--- src/rtl/spi_core_pkg.sv ---
// spi_core_pkg: shared types and constants for the SPI master slice.
//   spi_state_t    : controller state (IDLE, SHIFT)
//   DEF_DWIDTH     : default word length in bits
//   DEF_CLK_DIV    : default sclk half-period in clk cycles
//   cnt_width()    : width of a counter that must hold 0..dwidth
package spi_core_pkg;

   typedef enum logic {
      IDLE  = 1'b0,
      SHIFT = 1'b1
   } spi_state_t;

   localparam int DEF_DWIDTH  = 8;
   localparam int DEF_CLK_DIV = 1;

   function automatic int cnt_width(input int dwidth);
      return $clog2(dwidth + 1);
   endfunction

endpackage

--- src/rtl/spi_clk_gen.sv ---
// spi_clk_gen: CLK_DIV prescaler for the SPI clock.
//   clk  : system clock
//   rst  : asynchronous active-low reset
//   en   : high while a transfer is in progress; low forces sclk low
//   sclk : registered SPI clock, idles low
//   rise : single-cycle pulse, high in the cycle whose rising clk edge
//          takes sclk from 0 to 1
//   fall : single-cycle pulse, high in the cycle whose rising clk edge
//          takes sclk from 1 to 0
module spi_clk_gen
   import spi_core_pkg::*;
#(
   parameter int CLK_DIV = DEF_CLK_DIV
) (
   input  logic clk,
   input  logic rst,
   input  logic en,
   output logic sclk,
   output logic rise,
   output logic fall
);

   localparam int DW = (CLK_DIV > 1) ? $clog2(CLK_DIV) : 1;

   logic [DW-1:0] div_cnt;
   logic          tick;

   // The pulses announce the edge about to happen, so the core acts on the
   // same clk edge that moves sclk.
   assign tick = en && (div_cnt == DW'(CLK_DIV - 1));
   assign rise = tick & ~sclk;
   assign fall = tick & sclk;

   always_ff @(posedge clk or negedge rst) begin
      if (!rst) begin
         div_cnt <= '0;
         sclk    <= 1'b0;
      end else if (!en) begin
         div_cnt <= '0;
         sclk    <= 1'b0;
      end else if (tick) begin
         div_cnt <= '0;
         sclk    <= ~sclk;
      end else begin
         div_cnt <= div_cnt + DW'(1);
      end
   end

endmodule

--- src/rtl/spi_core.sv ---
// spi_core: single-channel SPI master, mode 0 (CPOL=0, CPHA=0), MSB first.
//   clk   : system clock
//   rst   : asynchronous active-low reset
//   cs    : host bus select, qualifies rd/wr
//   rd    : host read strobe (no side effects, dout always readable)
//   wr    : host write strobe, starts a transfer
//   din   : word to transmit
//   dout  : last received word
//   miso  : serial data from the secondary
//   mosi  : serial data to the secondary
//   sclk  : SPI clock, idles low
//   done  : high when idle / previous transfer complete
//   state : current controller state, for observation only
// Optional build macro SPI_CORE_ASSERT_EN compiles in property checks.
//
// Host handshake: a write is accepted on a rising clk edge where
// cs & wr & ~rd & done are all high ("valid" = cs & wr & ~rd, "ready" =
// done). Strobes seen while done is low are dropped, not queued.
module spi_core
   import spi_core_pkg::*;
#(
   parameter int DWIDTH  = DEF_DWIDTH,
   parameter int CLK_DIV = DEF_CLK_DIV
) (
   input  logic              clk,
   input  logic              rst,
   input  logic              cs,
   input  logic              rd,
   input  logic              wr,
   input  logic [DWIDTH-1:0] din,
   output logic [DWIDTH-1:0] dout,
   input  logic              miso,
   output logic              mosi,
   output logic              sclk,
   output logic              done,
   output spi_state_t        state
);

   localparam int CW = cnt_width(DWIDTH);

   logic [DWIDTH-1:0] tx_sr;   // bits still to send, next one at the MSB
   logic [DWIDTH-1:0] rx_sr;
   logic [CW-1:0]     bit_cnt; // rising sclk edges seen this transfer
   logic              start;
   logic              shift_en;
   logic              sclk_rise;
   logic              sclk_fall;

   assign start    = cs & wr & ~rd & done;
   assign shift_en = (state == SHIFT);

   spi_clk_gen #(
      .CLK_DIV (CLK_DIV)
   ) u_clk_gen (
      .clk  (clk),
      .rst  (rst),
      .en   (shift_en),
      .sclk (sclk),
      .rise (sclk_rise),
      .fall (sclk_fall)
   );

   always_ff @(posedge clk or negedge rst) begin
      if (!rst) begin
         state   <= IDLE;
         tx_sr   <= '0;
         rx_sr   <= '0;
         bit_cnt <= '0;
         mosi    <= 1'b0;
         dout    <= '0;
         done    <= 1'b1;
      end else begin
         case (state)
            IDLE: begin
               if (start) begin
                  // MSB goes straight onto mosi; the register keeps the rest.
                  tx_sr   <= {din[DWIDTH-2:0], 1'b0};
                  mosi    <= din[DWIDTH-1];
                  rx_sr   <= '0;
                  bit_cnt <= '0;
                  done    <= 1'b0;
                  state   <= SHIFT;
               end
            end
            SHIFT: begin
               if (sclk_rise) begin
                  rx_sr   <= {rx_sr[DWIDTH-2:0], miso};
                  bit_cnt <= bit_cnt + CW'(1);
               end
               if (sclk_fall) begin
                  if (bit_cnt == CW'(DWIDTH)) begin
                     // Final falling edge: commit the word and go idle.
                     dout  <= rx_sr;
                     done  <= 1'b1;
                     mosi  <= 1'b0;
                     state <= IDLE;
                  end else begin
                     mosi  <= tx_sr[DWIDTH-1];
                     tx_sr <= {tx_sr[DWIDTH-2:0], 1'b0};
                  end
               end
            end
            default: state <= IDLE;
         endcase
      end
   end

`ifdef SPI_CORE_ASSERT_EN
   a_sclk_low_when_done: assert property (
      @(posedge clk) disable iff (!rst) done |-> !sclk);
   a_done_falls_on_start: assert property (
      @(posedge clk) disable iff (!rst) $fell(done) |-> $past(start));
   a_bit_cnt_range: assert property (
      @(posedge clk) disable iff (!rst) bit_cnt <= CW'(DWIDTH));
   a_dout_on_done_rise: assert property (
      @(posedge clk) disable iff (!rst) $changed(dout) |-> $rose(done));
`else
`endif

endmodule

--- config.mk ---
export PLATFORM = sky130hd
export DESIGN_NAME = spi_core
export DESIGN_NICKNAME = d
export VERILOG_FILES = /design/src/rtl/spi_core_pkg.sv /design/src/rtl/spi_clk_gen.sv /design/src/rtl/spi_core.sv
export SDC_FILE = /design/constraint.sdc
export NUM_CORES = 1
export LEC_CHECK = 0
export CORE_MARGIN = 4
export CORE_UTILIZATION = 51
export CTS_BUF_LIST = sky130_fd_sc_hd__clkbuf_16
export DETAILED_ROUTE_END_ITERATION = 8
export PLACE_DENSITY = 0.74
export REMOVE_ABC_BUFFERS = 1
export SLEW_MARGIN = 20
export SYNTH_ARGS = -nofsm -noshare
export SYNTH_HDL_FRONTEND = slang
export SYNTH_SLANG_ARGS = --single-unit
--- constraint.sdc ---
create_clock -name clk -period 1.7 [get_ports clk]
set_input_delay 0.51 -clock clk [delete_from_list [all_inputs] [get_ports clk]]
set_output_delay 0.51 -clock clk [all_outputs]
set_load 0.01 [all_outputs]
==> flow_summary_export.csv <==
group,metric,value,unit
timing,finalHoldViolCount,0,
place,hpwlAfterDp,2.00,mm
routing,wl_per_cell,16.3,microns
final_layout,stdcell_area,2040,sq um
grt,grt_max_degree,33,
final_layout,fin_nets,174,
routing,drt_first_pass_iters,4,
floorplanning,die-area,3830,sq um
grt,grt_use_total,17.6,%
final_layout,instances_no_fill,190,
floorplanning,die_h,61.9,microns
grt,grt_pass1_vias,1051,
routing,num_vias,1047,
power,power.share.clock,25.7,%
setup_path,start_kind,"flip-flop",
grt,grt_pass1_wl,4.69,mm
routing,ant_nets,0,
timing,fmax,0.596,GHz
synth,syn_area_per_cell,12.4,sq um
synth,synthAdderAreaFrac,1.69,%
place,pre_cts_ws,-316,ps
setup_path,crit_path_end_kind,"output pin",
clocking,clock-sinks,32,
routing,via_per_inst,5.51,
final_layout,final_common_cell,"dfrtp_1",
hold_path,hold_path_class,"reg2reg",
place,dp.cells,177,
clocking,clock_latency,280,ps
final_layout,antennaDiodeCount,0,
synth,synth-simple-area-share,11.7,%
synth,ys_ff_latch,32,
timing,period_minus_slack,1680,ps
clocking,cts_tree,"built",
place,gp_congestion,0.740,
synth,syn_area,1480,sq um
power,seqPwrFrac,37.7,%
power,peakVddDrop,1300,uV
hold_path,min_from,"dout[5]$_DFFE_PN0P_",
synth,synth_warnings,0,
setup_path,critical_path_class,"reg2out",
routing,wirelength,3.10,mm
synth,ys_seq_area_share,54.2,%
clocking,cts_hold_buffers,0,
timing,timing.final.crit_share,98.6,%
status,outcome,"complete, no violations",
power,p_per_area,1590,nW/um^2
place,placed_cell_area,1820,sq um
clocking,root_buffer,"clkbuf_16",
grt,gr-total-overflow,0,
synth,synthMuxAreaShare,19.4,%
final_layout,n_fill_cell,189,
setup_path,slowest_delay,540,ps
routing,drcViolationCount,0,
timing,report.final.slew_viol_count,0,
synth,synth-edff-count,0,
clocking,cts_buffers,5,
setup_path,slowest_stage,"clkdlybuf4s50_1",
floorplanning,initial_core_util,53.7,%
synth,yosys.cell_types.count,33,
clocking,htree_levels,2,
synth,synth_compound_area_share,8.37,%
setup_path,critPathTopFamily,"buffers and inverters",
setup_path,path_cells,"clkdlybuf4s50_1",
final_layout,final_cell_mix,"31 x dfrtp_1, 17 x nand2_1, 16 x clkdlybuf4s50_1",
place,io_buffer_count,25,
power,leakage,1.08,nW
floorplanning,rows,19,
floorplanning,fp.coreArea,2760,sq um
setup_path,critical_path.startpoint,"u_clk_gen.sclk$_DFFE_PN0P_",
setup_path,crit_fanout,2,
power,swShare,30.7,%
power,power_switching,0.998,mW
synth,synthXorXnorAreaFrac,1.18,%
synth,syn_inst,119,
final_layout,layout-drive-gt1-share,28.9,%
floorplanning,fp.dieW,61.9,microns
run,drv_cap,0,
power,combinationalPowerShare,36.6,%
floorplanning,io_pins,26,
synth,synthArstFlopShare,100,%
clocking,cts.clk_slew.worst_paths,50,ps
timing,fin_skew,2.80,ps
setup_path,critical_path_required,1190,ps
setup_path,arrival,1170,ps
power,internal_power,2.25,mW
timing,setup_viol,0,
clocking,clockBufferDepth,2,
final_layout,area_delta_synth_final,37.5,%
setup_path,worstReg2RegStart,"bit_cnt[1]$_DFFE_PN0P_",
synth,synthFlopType,"dfrtp_1",
synth,synth_top_family_by_area,"multiplexers",
setup_path,crit_buf_inv,1,
timing,worst_slack,23.2,ps
grt,antenna_found_initial,0,
routing,drt_first_iter_violations,37,
-- routing by layer --
layer	vias to the layer above	global-route usage [%]	share of wire (%)
met4	0	11.8	2.6
met2	34	29.4	52
li1	486	-	-
met5	-	0	0
met3	9	5.37	6.8
met1	518	19.1	39
-- cells by family (layout without fill, tap and decap cells) --
logic type | count (synthesis) | in the layout
and+or+nand+nor | 31 | 31
muxes | 23 | 23
other | 1 | 1
adders and majority gates | 2 | 2
DFF | 32 | 32
AOI/OAI and AO/OA | 18 | 18
xor gates and xnor gates | 2 | 2
buffers and inverters | 10 | 50
-- state kept, by name, summed over array words and instances, names as in the netlist --
signal / flops
bit_cnt: 4
tx_sr: 7
state: 1
dout: 8
u_clk_gen.div_cnt: 1
rx_sr: 8
mosi: 1
u_clk_gen.sclk: 1
done: 1
-- cell type report --
type | instances | area [sq um] | share of cell area (%)
Clock buffer | 5 | 125 | 6.15
Tap cell | 31 | 38.8 | 1.91
Inverter | 5 | 18.8 | 0.922
Clock inverter | 3 | 13.8 | 0.676
Sequential cell | 32 | 802 | 39.4
Timing Repair Buffer | 37 | 393 | 19.3
Multi-Input combinational cell | 77 | 644 | 31.7
-- power groups by stage --
stage	clock [mW]	combinational [mW]	sequential, mW
3_3_place_gp	0	1.01	1.22
5_1_grt	0.883	1.31	1.26
4_1_cts	0.849	1.10	1.22
6_report	0.836	1.19	1.22
3_5_place_dp	0	1.05	1.25
2_1_floorplan	0	0.598	1.26
-- path summary, 6_finish.rpt --
check | cells past startpoint | to | slack, ps
max | 1 | sclk | 20
min | 1 | dout[5]$_DFFE_PN0P_ | 500
max reg2reg | 6 | tx_sr[1]$_DFFE_PN0P_ | 60
min reg2reg | 1 | dout[5]$_DFFE_PN0P_ | 500
max in group asynchronous | 2 | done$_DFFE_PN1P_ | 860
min in group asynchronous | 2 | dout[7]$_DFFE_PN0P_ | 600
-- what timing repair did --
| item | in CTS | in global routing |
|---|---|---|
| setup endpoints to repair | 10 | 13 |
| buffers inserted | 2 | 3 |
| gates resized for setup | 2 | 11 |
| gates cloned | 0 | 0 |
| endpoints found under the hold margin | 0 | 0 |
| pin swaps | 0 | 2 |
-- Yosys cell counts (all sizes together), types with 2 or more instances --
library cell / n / area, sq um
dfrtp: 31 / 776
and2: 2 / 12.5
clkbuf: 2 / 7.51
o21ai: 9 / 45.0
a22o: 2 / 17.5
buf: 3 / 21.3
xnor2: 2 / 17.5
a21oi: 2 / 10.0
nand2b: 2 / 12.5
ha: 2 / 25.0
inv: 5 / 18.8
mux2: 22 / 278
nor2b: 2 / 12.5
nand2: 17 / 63.8
-- per-stage QoR --
step	utilization [%]	setup TNS, ps	hold WS (ps)	total power [mW]
2_1_floorplan	-	-1870	214	1.86
3_3_place_gp	65.9	-3610	486	2.23
3_5_place_dp	65.9	-4290	497	2.30
4_1_cts	71.4	-155	507	3.16
5_1_grt	73.8	-41.4	525	3.45
6_report	73.8	0	501	3.25
No activity file was read; power rests on OpenSTA's default activity.
